[src/rtl/vram_fetch.sv]
// vram_fetch: fetches four bit-planes per display request over a shared byte-wide
// memory port, with lower-priority CPU accesses and a display deadline monitor.
module vram_fetch #(
  parameter int         DEADLINE   = 24,
  parameter logic [2:0] PLANE_BASE = 3'b100
) (
  input  logic        clk_sys,
  input  logic        reset_n,
  input  logic        fetch_req,
  input  logic [12:0] vaddr,
  output logic [31:0] vdata,
  output logic        vdata_valid,
  output logic [7:0]  underrun_cnt,
  input  logic        cpu_req,
  input  logic        cpu_we,
  input  logic [15:0] cpu_addr,
  input  logic [7:0]  cpu_din,
  output logic [7:0]  cpu_dout,
  output logic        cpu_ack,
  output logic [15:0] mem_addr,
  output logic        mem_rd,
  output logic        mem_we,
  output logic [7:0]  mem_wdata,
  input  logic [7:0]  mem_rdata,
  input  logic        mem_ack
);
  typedef enum logic [2:0] {IDLE = 3'd0, V0 = 3'd1, V1 = 3'd2, V2 = 3'd3, V3 = 3'd4, CPU = 3'd5} state_t;
  localparam logic [7:0] DL = 8'(DEADLINE);
  state_t      r_state, w_next;
  logic        r_pend, r_cpu_we, r_rd, r_we, r_vvalid, r_cpu_ack, r_dl_on;
  logic [12:0] r_pend_addr, r_cur_addr;
  logic [23:0] r_shadow;
  logic [15:0] r_cpu_addr;
  logic [7:0]  r_cpu_din, r_cpu_dout, r_dl, r_ur;
  logic [31:0] r_vdata;
  logic        w_ack, w_vid, w_grant, w_commit, w_cpu_done;
  logic [1:0]  w_k;
  // An ack only counts while a strobe is out, so acks left over from a reset are dropped.
  assign w_ack      = mem_ack & (r_rd | r_we);
  assign w_vid      = r_state inside {V0, V1, V2, V3};
  assign w_k        = 2'(r_state - 3'd1);
  assign w_grant    = (r_state == IDLE) & (r_pend | fetch_req);
  assign w_commit   = (r_state == V3) & w_ack;
  assign w_cpu_done = (r_state == CPU) & w_ack;
  assign mem_addr     = w_vid ? {PLANE_BASE[2], w_k, r_cur_addr} : (r_state == CPU) ? r_cpu_addr : 16'h0;
  assign mem_rd       = r_rd;
  assign mem_we       = r_we;
  assign mem_wdata    = r_cpu_din;
  assign vdata        = r_vdata;
  assign vdata_valid  = r_vvalid;
  assign cpu_dout     = r_cpu_dout;
  assign cpu_ack      = r_cpu_ack;
  assign underrun_cnt = r_ur;
  always_ff @(posedge clk_sys or negedge reset_n)
    if (!reset_n) r_state <= IDLE;
    else r_state <= w_next;
  always_comb begin
    w_next = r_state;
    case (r_state)
      IDLE:       w_next = w_grant ? V0 : cpu_req ? CPU : IDLE;
      V0, V1, V2: w_next = w_ack ? state_t'(r_state + 3'd1) : r_state;
      V3, CPU:    w_next = w_ack ? IDLE : r_state;
      default:    w_next = IDLE;
    endcase
  end
  always_ff @(posedge clk_sys or negedge reset_n) begin
    if (!reset_n) begin
      r_pend      <= 1'b0;
      r_pend_addr <= '0;
      r_cur_addr  <= '0;
      r_cpu_addr  <= '0;
      r_cpu_we    <= 1'b0;
      r_cpu_din   <= '0;
      r_rd        <= 1'b0;
      r_we        <= 1'b0;
      r_shadow    <= '0;
      r_vdata     <= '0;
      r_vvalid    <= 1'b0;
      r_cpu_dout  <= '0;
      r_cpu_ack   <= 1'b0;
      r_dl        <= '0;
      r_dl_on     <= 1'b0;
      r_ur        <= '0;
    end else begin
      r_pend <= w_grant ? (r_pend & fetch_req) : (r_pend | fetch_req);
      if (fetch_req) r_pend_addr <= vaddr;
      if (w_grant) r_cur_addr <= r_pend ? r_pend_addr : vaddr;
      if (r_state == IDLE && !w_grant && cpu_req) begin
        r_cpu_addr <= cpu_addr;
        r_cpu_we   <= cpu_we;
        r_cpu_din  <= cpu_din;
      end
      // Strobes rise one cycle into each state and fall the cycle after the ack.
      r_rd <= ~w_ack & (w_vid | ((r_state == CPU) & ~r_cpu_we));
      r_we <= ~w_ack & (r_state == CPU) & r_cpu_we;
      if (w_ack && w_vid && !w_commit) r_shadow <= {r_shadow[15:0], mem_rdata};
      r_vvalid <= w_commit;
      if (w_commit) r_vdata <= {r_shadow, mem_rdata};
      r_cpu_ack <= w_cpu_done;
      if (w_cpu_done && !r_cpu_we) r_cpu_dout <= mem_rdata;
      // The deadline tracks the most recently accepted fetch; it retires once no fetch remains queued.
      if (fetch_req) begin
        r_dl    <= DL;
        r_dl_on <= 1'b1;
      end else if (r_dl_on) begin
        if (w_commit && !r_pend) r_dl_on <= 1'b0;
        else if (r_dl != 8'd0) begin
          r_dl <= r_dl - 8'd1;
          if (r_dl == 8'd1 && r_ur != 8'hff) r_ur <= r_ur + 8'd1;
        end
      end
    end
  end
endmodule
[config.mk]
export PLATFORM = sky130hd
export DESIGN_NAME = vram_fetch
export DESIGN_NICKNAME = d
export VERILOG_FILES = /design/src/rtl/vram_fetch.sv
export SDC_FILE = /design/constraint.sdc
export NUM_CORES = 1
export LEC_CHECK = 0
export BUFFER_PORTS_ARGS = -buffer_cell sky130_fd_sc_hd__buf_4
export CELL_PAD_IN_SITES_DETAIL_PLACEMENT = 0
export CELL_PAD_IN_SITES_GLOBAL_PLACEMENT = 1
export CORE_ASPECT_RATIO = 2
export CORE_MARGIN = 2
export CORE_UTILIZATION = 43
export CTS_CLUSTER_SIZE = 8
export DETAILED_ROUTE_END_ITERATION = 8
export PLACE_DENSITY = 0.82
export SLEW_MARGIN = 10
export SYNTH_ARGS = -nofsm -noshare
export SYNTH_HDL_FRONTEND = slang
export SYNTH_SLANG_ARGS = --single-unit
[constraint.sdc]
create_clock -name clk_sys -period 2.46 [get_ports clk_sys]
set_clock_uncertainty 0.15 [all_clocks]
set_input_delay 0.123 -clock clk_sys [delete_from_list [all_inputs] [get_ports clk_sys]]
set_output_delay 0.123 -clock clk_sys [all_outputs]
set_load 0.05 [all_outputs]
== Word level (Yosys, flattened, before mapping) ==
Index checks and enable logic that the tools add are counted.

* Eq/ne operators: 10
* Reduce and logical (&&, ||, !) cells: 21
* Add/sub/neg operators: 4
* Mux-type cells: 16
* Bitwise logic cells: 16

{| class="wikitable"
|+ Operators with widths
! operator !! number
|-
| two-way mux 16 bit || 2
|-
| two-way mux 8 bit || 4
|-
| two-way mux 13 bit || 1
|-
| two-way mux 3 bit || 4
|-
| AND 1 bit || 9
|-
| one-hot mux 3 bit (3 select lines) || 1
|-
| adder 8 x 1 -> 8 bit (second input constant) || 1
|-
| equality test 8 x 1 -> 1 bit (second input constant) || 1
|-
| inequality test 8 bit (second input constant) || 1
|-
| nonzero test 8 bit || 1
|-
| subtractor 8 x 1 -> 8 bit (second input constant) || 1
|-
| logical AND 1 bit || 7
|-
| equality test 3 x 2 -> 1 bit (second input constant) || 2
|-
| equality test 3 bit (second input constant) || 2
|-
| inequality test 2 bit (second input constant) || 3
|-
| AND reduction 5 bit || 1
|-
| logical NOT 1 bit || 4
|-
| two-way mux 1 bit || 4
|-
| NOT 1 bit || 4
|-
| nonzero test 2 bit || 2
|-
| nonzero test 4 bit || 1
|-
| adder 3 x 1 -> 3 bit (second input constant) || 1
|-
| equality test 3 x 1 -> 1 bit (second input constant) || 1
|-
| logical NOT 3 bit || 1
|-
| 6 further kinds || 8
|}

* Register bits after elaboration: 140
* Input port bits: 51
* Word-level logic and storage cells: 84

== Longest topological paths before layout ==
Gate-level depths: netlist (run 1).

* Depth after elaboration: 7
* Mapped depth: 7
* Gate-level depth less buffers: 6

== Worst setup path before layout (run 1) ==
Ideal clock, no wire load.

* Kind: reg-to-output
* From: register r_state[0]
* To: output mem_addr[13]
* Arrival: 2232 ps
* Buffers on the path: 1
* Cell stages (with the launch flop): 6
* Setup slack: -45 ps
* Cells stage by stage: dfrtp_1 -> inv_1 -> ha_1 -> mux2i_2 -> buf_2 -> o21ai_0

* Word-level cells in the longest chain between the ends: 3

{| class="wikitable"
|+ Ends and longest elaborated chain
! element !! line !! source
|-
| start: declaration || 29 || <nowiki>state_t r_state, w_next;</nowiki>
|-
| start signal: assignment || 56 || <nowiki>else r_state <= w_next;</nowiki>
|-
| equality test 3 x 1 -> 1 bit, or another cell as far along || 40 || <nowiki>assign w_vid = r_state inside {V0, V1, V2, V3};</nowiki>
|-
| nonzero test 4 bit or two-way mux 16 bit (tied branches) || 40, 45 ||
|-
| two-way mux 16 bit * || 45 || <nowiki>assign mem_addr = w_vid ? {PLANE_BASE[2], w_k, r_cur_addr} : (r_state == CPU) ? r_cpu_addr : 16'h0;</nowiki>
|-
| end: declaration || 20 || <nowiki>output logic [15:0] mem_addr,</nowiki>
|}

Mark *: on every way between the ends. The rest lies on a longest branch, timed or not.

== Worst setup path after layout (run 1) ==
* From: register r_state[0]
* To: output mem_addr[14]

Same word-level chain as after synthesis.

==> results of run 1 <==
## final timing paths
check                        startpoint       endpoint  slack [ns]  cells after the start
max                          r_state[0]   mem_addr[14]       -0.12                      8
min                             reset_n   mem_wdata[3]        0.12                      2
max reg2reg                  r_state[0]      vdata[18]        0.20                      9
min reg2reg                r_shadow[18]      vdata[26]        0.32                      2
max in group asynchronous       reset_n    r_shadow[2]        1.31                      3
min in group clk_sys        cpu_addr[5]  r_cpu_addr[5]        0.31                      3
## worst max-delay path, cell delays in order, from the launching register on
cell	delay, ns
sky130_fd_sc_hd__dfrtp_2	0.46
sky130_fd_sc_hd__inv_2	0.08
sky130_fd_sc_hd__ha_4	0.17
sky130_fd_sc_hd__or3_4	0.41
sky130_fd_sc_hd__mux2i_4	0.25
sky130_fd_sc_hd__buf_12	0.16
sky130_fd_sc_hd__nand3_1	0.07
sky130_fd_sc_hd__o21ai_1	0.11
sky130_fd_sc_hd__buf_6	0.18
## placed cells by master, fill, tap and decap left out, types with 4 or more instances in the layout
master and count:
sky130_fd_sc_hd__inv_6 4, sky130_fd_sc_hd__nand3_1 15, sky130_fd_sc_hd__dfrtp_1 139, sky130_fd_sc_hd__buf_8 6, sky130_fd_sc_hd__nand3_2 5, sky130_fd_sc_hd__nor3_1 7
sky130_fd_sc_hd__nand2_1 123, sky130_fd_sc_hd__mux2i_1 14, sky130_fd_sc_hd__clkbuf_16 17, sky130_fd_sc_hd__nand2b_1 4, sky130_fd_sc_hd__a21oi_1 18, sky130_fd_sc_hd__inv_1 6
sky130_fd_sc_hd__buf_4 126, sky130_fd_sc_hd__nor2_1 19, sky130_fd_sc_hd__xor2_1 7, sky130_fd_sc_hd__mux2_2 59, sky130_fd_sc_hd__dlygate4sd3_1 50, sky130_fd_sc_hd__mux2_1 12
sky130_fd_sc_hd__nand2_2 6, sky130_fd_sc_hd__or3_1 5, sky130_fd_sc_hd__o21ai_0 4, sky130_fd_sc_hd__inv_8 5, sky130_fd_sc_hd__ha_1 4, sky130_fd_sc_hd__buf_6 15
## per-layer routing
metal / wire [um] / vias to the layer above / global-route usage, %
met4: 222 / 0 / 6.82
met1: 6110 / 2255 / 25.2
met2: 6850 / 146 / 30.7
met3: 726 / 17 / 4.82
li1: - / 2176 / -
met5: 0 / - / 0
## through the flow
step | area [sq um] | hold slack [ns]
finish | 8510 | 0.116
global route | 8510 | 0.156
CTS | 8470 | 0.139
detailed placement | 7160 | 0.0194
global placement | 7160 | 0.0209
floorplan | 5970 | -0.323
## power breakdown
group          switching (mW)  leakage [nW]  internal [mW]  total (mW)
clock network            1.09         0.273           1.34        2.44
logic                    3.61          2.12           2.25        5.86
registers               0.605          1.75           3.16        3.77
## synth_stat cells, drive strengths merged (4+ instances only)
cell	number	share of area, %
nor3	9	1.0
mux2i	15	2.6
mux2	72	14
clkbuf	12	0.75
nor2	20	1.3
o21ai	9	0.88
xor2	7	1.0
nand3	21	1.8
or3	6	0.63
dfrtp	140	59
a21oi	18	1.5
nand2b	4	0.42
ha	8	1.7
buf	10	0.82
inv	7	0.44
nand2	129	8.1
## cell families after synthesis
| group | synth area share (%) |
|---|---|
| DFF | 58.6 |
| and+or+nand+nor | 15.4 |
| muxes | 16.1 |
| xor gates and xnor gates | 1.17 |
| AOI/OAI and AO/OA | 4.78 |
| adders and majority gates | 1.84 |
| buffers and inverters | 2.01 |
## registers in the layout, indices dropped and copies added, names as in the netlist
register / count
r_dl_on: 1
r_dl: 8
mem_rd: 1
r_pend: 1
vdata_valid: 1
vdata: 32
mem_we: 1
underrun_cnt: 8
mem_wdata: 8
cpu_ack: 1
r_state: 3
cpu_dout: 8
r_pend_addr: 13
r_cpu_addr: 16
r_cpu_we: 1
r_cur_addr: 13
r_shadow: 24
## final cells by class
type / instances / share of cell area (%)
sequential: 140 / 41.2
multi-input combinational: 350 / 29.0
timing repair buffer: 199 / 20.5
clock buffer: 17 / 5.00
tap: 157 / 2.31
clock inverter: 15 / 1.73
inverter: 7 / 0.309
## timing repair
action | CTS | global route
resized for setup | 39 | 15
endpoints found under the setup margin | 16 | 37
pin swaps | 21 | 2
cloned | 1 | 0
hold buffers | 50 | 0
setup buffers | 6 | 3
hold endpoints to repair | 149 | 0
==> results.md, run 1 <==
- Entering global routing, the biggest net connects about 70 pins.
- The number of maximum-capacitance violations is 0.
- The routability congestion estimate is slightly below 0.8.
- Across all layers, the routed design uses approximately 4600 vias.
- For this configuration, the core starts out at a cell density of a little over two fifths.
- Of the cells placed in the final design, the portion with a size suffix greater than 1 is 37.2%.
- The critical path startpoint category is a register.
- The number of placed instances with taps included is between 700 and 800.
- The total clock buffers created by CTS is 17.
- Input and output buffers added on the ports amount to roughly 130.
- The startpoint-to-endpoint class of the critical path is reg -> out.
- The final-layout fill cell count is ~1100.
- The endpoint kind of the worst setup timing path is an output pin.
- The wire length of the first global-routing pass is approximately 23 mm.
- The count of unresolved DRC violations after routing is 0.
- The number of distinct library cell variants in the gate-level netlist after synthesis is 48.
- The area of the multi-input gates is approximately 2500 sq um.
- After detailed routing, the number of vias per cell comes to 5.19.
- The final reports fail on setup timing.
- The headroom to the max-slew limit is 50.9%.
- 0 antenna diodes ended up in the layout.
- Summing the sequential cell areas from Yosys gives between 50% and 60% of the chip area.
- The deepest clock path buffer count is 2.
- The first-pass iteration count of the detailed router is 4.
- The routed length per instance is 15.7 um.
- The post-synth design cell area is between 5000 and 6000 sq um.
- TritonCTS built the clock tree.
- The antenna violation net count after detailed routing is 0.
- The I/O pin count is around 130.
- Setup repair after global routing could not meet its margin everywhere.
- At the worst endpoint, the required time is about 2.2 ns.
- After floorplanning, the core was sized to cover approximately 14000 sq um.
- The flow ran to the end, but the final reports show violations.
- Measured along the x axis, the die boundary spans 87.4 um.
- The worst path uses 105% of the clock period.
- The data arrival time of the worst path is about 2.3 ns.
- The final wirelength is approximately 14 mm.
- The net count of the finished layout is approximately 770.
- The footprint of the flip-flops and latches is around 3500 sq um.
- The gate count after technology mapping is a little over 500.
- The synthesized netlist net count is around 580.
- The max-slew violation count is 0.
- The initial antenna violation count is 0.
- For this design the static power due to leakage is around 4.1 nW.
- Timing analysis after detailed placement gives a worst setup slack of roughly 0.22 ns.
- In this run the vertical extent of the chip is ~170 um.
- The total half-perimeter wirelength after legalization and detailed placement is between 8 and 9 mm.
- In this run the worst hold path is classified as in -> async.
- The maximum fanout encountered on the critical timing path is 8.
- The minimum period implied by the final worst setup slack is approximately 2.6 ns.
- Compared with the post-synthesis result, the final layout area differs by 42.5%.
- Setup slack on the critical path of the routed design comes to -0.122 ns.
- The share of the core filled with cells is approximately three fifths.
- The power per cell area is about 1400 nW/um^2.
- CTS placed an instance of sky130_fd_sc_hd__clkbuf_16 at the clock tree root.
- The die outline area is between 10000 and 15000 sq um.
- Excluding fillers, the count of instances in the completed layout stands at around 900.
- The total of warnings raised by yosys is 0.
- The maximum clock frequency is 387 MHz.
- The clock transition at the registers of the reported paths is ~0.070 ns.
- The insertion delay to the later sink of the worst-skew pair is around 0.42 ns.
- The overall fraction of global-route tracks in use is about a fifth.
- The total negative slack is -1.45 ns.
- For the pin with the worst max-slew slack, the measured transition is about 0.73 ns.
- After the first detailed-routing iteration, the DRC count stood at 251.
- The cell row count is approximately 60.
- For this run, the leading register cell type out of synthesis is sky130_fd_sc_hd__dfrtp_1.
- For this run the aggregate overflow at the end of global routing stands at 0.
- The total setup violations reported at the end of the flow is 16.
- The synthesized area per cell is 11.5 sq um.
- The total number of H-tree levels is 4.
- The clock net in this run drives a total of 140 sinks.
- The number of global-route vias before repair was ~4600.
- Across the VDD grid, the largest voltage drop is 0.000608 V.
- The number of hold-slack violations in the final timing report is 0.
- The number of enable-type register cells in the synthesized netlist is 0.
- After layout, the design draws a total of about 12 mW.
- The register bit count reported by yosys is 140.
- The fraction of synthesis flops using an asynchronous set or reset pin is 100%.
Power figures use the tool's default switching activity.
==> run 2: changes to the inputs <==
- CORE_UTILIZATION: 43 -> 44
- CTS_BUF_LIST: default -> sky130_fd_sc_hd__clkbuf_8
- PLACE_DENSITY: 0.82 -> 0.83
==> run 2 against run 1 <==
Net effect: the flow still finishes with violations (setup timing); via count rose by 0.70%; clock power fell by 25%; global-route usage rose by 1.3 points; sequential share of layout area rose by 0.59 points; combinational power rose by 3%; clock-buffer cell count did not move; die area fell by 2.2%; wire length rose by 5.9%; critical endpoint is now mem_addr[3]; largest cell class unchanged.
==> results.md, run 2 (same netlist as run 1, synthesis figures left out) <==
- The deepest clock path buffer count is 2 (unchanged).
- The total core area is 13400 sq um (was 13700 sq um).
- The final standard cell count with taps included and fillers excluded is 883 (was 885).
- The minimum setup slack in the final design is -0.134 ns (was -0.122 ns).
- The most common library cell in the layout ignoring fill and taps is sky130_fd_sc_hd__dfrtp_1 (unchanged).
- The number of global-route vias before repair is 4830 (was 4615).
- The number of hold-slack violations in the final timing report is 0 (unchanged).
- The headroom to the max-slew limit was 68.2% (was 50.9%).
- Commonest cells after routing, fill and taps aside: sky130_fd_sc_hd__dfrtp_1, sky130_fd_sc_hd__buf_4, sky130_fd_sc_hd__nand2_1 (unchanged).
- The post-detailed-route via-to-cell ratio is 5.24 (was 5.19).
- The count of buffering cells on the critical path with inverters included is 3 (unchanged).
- The effective utilization at floorplan is 44.7% (was 43.5%).
- The total setup violations reported at the end of the flow is 16 (unchanged).
- Outcome: finished with violations (unchanged).
- The share of layout cells above drive strength 1 is 39.1% (was 37.2%).
- The total clock buffers created by CTS came to 17 (unchanged).
- Failing checks: setup timing (unchanged).
- The critical path startpoint category is a register (unchanged).
- The routed length per instance is 16.7 um (was 15.7 um).
- The quantity of I/O buffers inserted on ports is 126 (unchanged).
- Unrepaired setup endpoints after global routing: yes (unchanged).
- The power per cell area came to 1390 nW/um^2 (was 1420 nW/um^2).
- The data arrival time of the worst path was 2.32 ns (was 2.31 ns).
- The I/O pin count is 127 (unchanged).
- The ratio of final minimum period to clock period is 105% (about the same).
- The share of the core filled with cells is 62.8% (was 62.0%).
- The initial antenna violation count came to 0 (unchanged).
- The count of unresolved DRC violations after routing is 0 (unchanged).
- The total inserted antenna cells came to 0 (unchanged).
- The insertion delay to the later sink of the worst-skew pair is 0.43 ns (was 0.42 ns).
- The buffer cell driving the clock tree root is sky130_fd_sc_hd__clkbuf_8 (was sky130_fd_sc_hd__clkbuf_16).
- The most numerous cell type found on the critical path is sky130_fd_sc_hd__buf_6.
- The total number of H-tree levels is 4 (unchanged).
- The clock transition at the registers of the reported paths is 0.08 ns (was 0.07 ns).
- The CTS sink count came to 140 (unchanged).
- The layout-stage area growth over the synthesis result is 40.5% (was 42.5%).
- The critical path required time is 2.19 ns (about the same).
- The maximum clock frequency is 386 MHz (was 387 MHz).
- The wire length of the first global-routing pass was 23.3 mm (was 22.5 mm).
- The total congestion overflow after global routing is 0 (unchanged).
- The maximum vdd ir drop was 0.000984 V (was 0.000608 V).
- The routability congestion estimate is 0.848 (was 0.787).
- The number of maximum-capacitance violations was 0 (unchanged).
- The total via count after detailed routing is 4626 (was 4594).
- The die width is 86.4 um (was 87.4 um).
- The slew of the pin with the lowest slew margin is 0.473 ns (was 0.731 ns).
- The first-pass iteration count of the detailed router is 4 (unchanged).
- The endpoint kind of the worst setup timing path was an output pin (unchanged).
- The overall fraction of global-route tracks in use was 20.5% (was 19.2%).
- The vertical die dimension was 169 um (was 171 um).
- The final wirelength is 14.7 mm (was 13.9 mm).
- The leakage power of the design came to 4.07 nW (was 4.15 nW).
- The worst hold-check path type was in -> async (unchanged).
- The worst stage delay on the critical path is 0.43 ns (was 0.46 ns).
- The max-slew violation count was 0 (unchanged).
- The minimum period implied by the final worst setup slack is 2.59 ns (was 2.58 ns).
- The die outline area is 14600 sq um (was 14900 sq um).
- The maximum fanout encountered on the critical timing path is 5 (was 8).
- The maximum number of pins on one net before global-route repair came to 74 (was 68).
- The net count of the finished layout is 775 (was 774).
- The total half-perimeter wirelength after legalization and detailed placement was 9.74 mm (was 8.75 mm).
- Ordered list of cells on the worst path: buf_6, ha_4, or3_4, mux2i_4, buf_6, nand3_2, nand2_2, buf_8 (was inv_2, ha_4, or3_4, mux2i_4, buf_12, nand3_1, o21ai_1, buf_6).
- The violation count after the first detailed-route iteration is 300 (was 251).
- The critical-path cell with the highest stage delay is sky130_fd_sc_hd__dfrtp_1 (was sky130_fd_sc_hd__dfrtp_2).
- The cell row count is 60 (was 61).
- The startpoint-to-endpoint class of the critical path is reg -> out (unchanged).
- The CTS tree is done (unchanged).
- The number of placed instances with taps included is 792 (was 794).
- The antenna violation net count after detailed routing is 0 (unchanged).
- The cell type group with the largest total delay on the critical path is simple AND/OR/NAND/NOR gates (unchanged).
- The number of flip-flops under the largest register name is 32 (unchanged).
## run 2: cell types whose count changed in the layout (fill, tap and decap cells not counted), moves of 4 or more
cell / delta
sky130_fd_sc_hd__nand3_2: +7
sky130_fd_sc_hd__nand2_1: -5
sky130_fd_sc_hd__buf_8: +4
sky130_fd_sc_hd__inv_8: -5
sky130_fd_sc_hd__clkbuf_8: +17
sky130_fd_sc_hd__nand2_2: +5
sky130_fd_sc_hd__clkbuf_16: -17
sky130_fd_sc_hd__nand3_1: -6
## run 2: path summary, 6_finish.rpt
path	start	endpoint	slack [ns]	cells past startpoint
max in group asynchronous	reset_n	r_state[0]	1.41	3
min in group clk_sys	mem_rdata[6]	vdata[6]	0.30	4
setup reg to reg	r_dl[0]	r_dl[3]	0.22	6
setup / recovery	r_state[1]	mem_addr[3]	-0.13	8
hold / removal	reset_n	vdata[20]	0.02	2
hold reg to reg	r_shadow[22]	vdata[30]	0.32	2
## run 2: repair_timing
action	in CTS	in global routing
cloned	3	0
resized for setup	67	10
hold buffers	50	0
hold endpoints to repair	226	0
pin swaps	26	6
setup buffers	5	2
endpoints found under the setup margin	16	49
## run 2: layout make-up
cell class | count | area, sq um
Timing Repair Buffer | 200 | 1780
Sequential cell | 140 | 3510
Multi-Input combinational cell | 350 | 2510
Clock inverter | 14 | 146
Clock buffer | 17 | 234
Inverter | 7 | 26.3
Fill cell | 1052 | 4970
Tap cell | 155 | 194
## run 2: where the power goes
part	internal [mW]	total [mW]	switching, mW
clock network	0.897	1.82	0.919
logic	2.33	6.05	3.72
registers	3.16	3.78	0.625
## run 2: through the flow
stage	hold WS [ns]	setup WS, ns	setup TNS [ns]	cell area, sq um	power, mW
final	0.0170	-0.134	-1.49	8400	11.6
after CTS	0.00346	-0.0992	-1.04	8350	11.6
after floorplan	-0.323	-0.0455	-0.0910	5970	7.34
after global placement	-0.0940	0.316	0	7160	8.85
after global routing	0.0345	-0.189	-2.47	8400	12.2
after detailed placement	-0.0828	0.207	0	7160	9.00
## run 2: per-layer routing
layer | part of all wire [%] | track usage, % | up-vias | routed length, um
li1 | - | - | 2159 | -
met1 | 37 | 22.4 | 2303 | 5450
met2 | 57 | 37.5 | 131 | 8330
met3 | 3.4 | 3.02 | 33 | 500
met4 | 3.0 | 9.99 | 0 | 449
met5 | 0 | 0 | - | 0
==> run 3: changes to the inputs <==
- CELL_PAD_IN_SITES_DETAIL_PLACEMENT: 0 -> 1
==> run 3 against run 2 <==
Net effect: wire length is 26% higher; largest cell class unchanged; utilization is 0.64 points lower; clock power hardly changed; the run still ends with setup timing left; total power is 1.1% higher; worst hold slack worse by 0.011 ns; critical path type unchanged; critical endpoint is now mem_addr[4]; critical path depth stayed put.
==> results.md, run 3 (same netlist as run 1, synthesis figures left out) <==
- The overall fraction of global-route tracks in use is 26.0% (was 20.5%).
- The total number of H-tree levels is 4 (unchanged).
- The power per cell area is 1420 nW/um^2 (was 1390 nW/um^2).
- The maximum clock frequency was 375 MHz (was 386 MHz).
- The total placed instance area came to 7160 sq um (unchanged).
- The share of layout cells above drive strength 1 is 37.2% (was 39.1%).
- The number of hold-slack violations in the final timing report was 0 (unchanged).
- The critical-path cell with the highest stage delay is sky130_fd_sc_hd__dfrtp_1 (unchanged).
- The count of buffering cells on the critical path with inverters included came to 3 (unchanged).
- The ratio of final minimum period to clock period is 108% (was 105%).
- The max-slew violation count was 0 (unchanged).
- The footprint of the flip-flops and latches is 3510 sq um (unchanged).
- Outcome: finished with violations (unchanged).
- The critical path required time came to 2.19 ns (about the same).
- The routed length per instance is 20.9 um (was 16.7 um).
- The worst hold slack is 0.00595 ns (was 0.0170 ns).
- The most common library cell in the layout ignoring fill and taps is sky130_fd_sc_hd__dfrtp_1 (unchanged).
- The deepest clock path buffer count is 2 (unchanged).
- The die width is 86.4 um (unchanged).
- The critical path startpoint category is a register (unchanged).
- The initial antenna violation count is 1 (was 0).
- Commonest cells after routing, fill and taps aside: sky130_fd_sc_hd__dfrtp_1, sky130_fd_sc_hd__buf_4, sky130_fd_sc_hd__nand2_1 (unchanged).
- The die outline area came to 14600 sq um (unchanged).
- The worst stage delay on the critical path was 0.44 ns (was 0.43 ns).
- The maximum vdd ir drop is 0.000999 V (was 0.000984 V).
- The total clock buffers created by CTS is 17 (unchanged).
- The quantity of I/O buffers inserted on ports is 126 (unchanged).
- The clock transition at the registers of the reported paths is 0.09 ns (was 0.08 ns).
- The total setup violations reported at the end of the flow is 16 (unchanged).
- The number of maximum-capacitance violations is 0 (unchanged).
- The total negative slack is -2.25 ns (was -1.49 ns).
- The vertical die dimension is 169 um (unchanged).
- The total via count after detailed routing is 4742 (was 4626).
- The post-placement setup slack is 0.172 ns (was 0.207 ns).
- The total congestion overflow after global routing came to 0 (unchanged).
- The maximum number of pins on one net before global-route repair is 74 (unchanged).
- The cell row count is 60 (unchanged).
- The first-pass iteration count of the detailed router was 4 (unchanged).
- The final wirelength is 18.5 mm (was 14.7 mm).
- The maximum fanout encountered on the critical timing path was 5 (unchanged).
- The layout-stage area growth over the synthesis result is 39.1% (was 40.5%).
- The effective utilization at floorplan is 44.7% (unchanged).
- The buffer cell driving the clock tree root is sky130_fd_sc_hd__clkbuf_8 (unchanged).
- The endpoint kind of the worst setup timing path is an output pin (unchanged).
- Unrepaired setup endpoints after global routing: yes (unchanged).
- The number of global-route vias before repair is 5428 (was 4830).
- The cell type with the highest occurrence count on the critical path is sky130_fd_sc_hd__buf_6 (unchanged).
- The final-layout fill cell count is 1383 (was 1052).
- The wire length of the first global-routing pass was 29.0 mm (was 23.3 mm).
- The CTS tree is done (unchanged).
- The CTS sink count is 140 (unchanged).
- The area of all placed cells without fillers is 8310 sq um (was 8400 sq um).
- The post-detailed-route via-to-cell ratio is 5.36 (was 5.24).
- The area of the multi-input gates is 2460 sq um (was 2510 sq um).
- The total half-perimeter wirelength after legalization and detailed placement is 11.2 mm (was 9.74 mm).
- The net count of the finished layout is 775 (unchanged).
- The total core area came to 13400 sq um (unchanged).
- The cell type group with the largest total delay on the critical path is simple AND/OR/NAND/NOR gates (unchanged).
- The antenna violation net count after detailed routing is 0 (unchanged).
- The violation count after the first detailed-route iteration came to 176 (was 300).
- The I/O pin count is 127 (unchanged).
- The routability congestion estimate is 0.848 (unchanged).
- Failing checks: setup timing (unchanged).
- Ordered list of cells on the worst path: buf_6, ha_4, or3_4, mux2i_4, buf_4, nand3_1, nand2_1, buf_6 (was buf_6, ha_4, or3_4, mux2i_4, buf_6, nand3_2, nand2_2, buf_8).
- The headroom to the max-slew limit is 65.2% (was 68.2%).
- The number of flip-flops under the largest register name is 32 (unchanged).
- The count of unresolved DRC violations after routing is 0 (unchanged).
- The leakage power of the design was 4.08 nW (was 4.07 nW).
- The data arrival time of the worst path was 2.39 ns (was 2.32 ns).
- The worst hold-check path type is in -> async (unchanged).
- The insertion delay to the later sink of the worst-skew pair is 0.44 ns (was 0.43 ns).
- The minimum setup slack in the final design is -0.206 ns (was -0.134 ns).
- The startpoint-to-endpoint class of the critical path is reg -> out (unchanged).
- The minimum period implied by the final worst setup slack is 2.67 ns (was 2.59 ns).
- The slew of the pin with the lowest slew margin was 0.522 ns (was 0.473 ns).
[run 3: cell count changes in the layout (fill, tap and decap cells not counted), moves of 2 or more]
| cell | before | now |
|---|---|---|
| sky130_fd_sc_hd__buf_8 | 10 | 4 |
| sky130_fd_sc_hd__nand3_2 | 12 | 4 |
| sky130_fd_sc_hd__clkinvlp_4 | 5 | 2 |
| sky130_fd_sc_hd__buf_4 | 124 | 129 |
| sky130_fd_sc_hd__nand2_1 | 118 | 125 |
| sky130_fd_sc_hd__clkinv_4 | 1 | 3 |
| sky130_fd_sc_hd__nand2_2 | 11 | 3 |
| sky130_fd_sc_hd__nand3_1 | 9 | 16 |
[run 3: power by group]
part           switching (mW)  leakage (nW)  internal (mW)
Sequential              0.685          1.75           3.16
Combinational            3.86          2.12           2.23
Clock                   0.939         0.199          0.901
Total                    5.49          4.08           6.29
[run 3: cell type report]
cell class / instances / share of cell area, %
diodes: 1 / 0.0301
well taps: 155 / 2.33
inverters: 7 / 0.316
clock buffers: 17 / 2.82
clock inverters: 15 / 1.81
multi-input cells: 350 / 29.6
repair buffers: 200 / 20.9
flip-flops and latches: 140 / 42.2
[run 3: timing repair]
item | 4_1_cts | 5_1_grt
resized for setup | 31 | 23
cloned | 2 | 1
hold buffers | 50 | 0
pin swaps | 4 | 7
setup endpoints to repair | 16 | 48
hold endpoints to repair | 225 | 0
setup buffers | 5 | 2
[run 3: per-stage QoR]
step	total power, mW	cells	utilization (%)
global route	12.3	885	62.2
finish	11.8	885	62.2
detailed placement	9.10	792	53.6
floorplan	7.34	519	-
CTS	11.4	881	61.3
global placement	8.85	792	53.6
[run 3: final timing paths]
check                             startpoint           end  slack [ns]  cells after the start
worst max-delay path              r_state[1]   mem_addr[4]       -0.21                      8
max in group asynchronous            reset_n   cpu_dout[0]        1.41                      3
worst min-delay path                 reset_n     vdata[20]       0.006                      2
worst max register to register    r_state[1]  r_shadow[10]        0.14                      9
min in group clk_sys            mem_rdata[5]      vdata[5]        0.29                      4
worst min register to register  r_shadow[20]     vdata[28]        0.32                      2
[run 3: routing by layer]
layer | share of wire [%] | track usage [%]
met5 | 0 | 0
met1 | 35 | 27.2
met2 | 59 | 49.5
met3 | 3.0 | 4.68
met4 | 3.2 | 10.5
[run 3: worst reg2reg max path: cells and delay by family (launching register included)]
family | cells | cell delay [ns]
adders and majority gates | 1 | 0.17
buffers and inverters | 5 | 0.79
DFF | 1 | 0.43
muxes | 1 | 0.32
and+or+nand+nor | 2 | 0.34
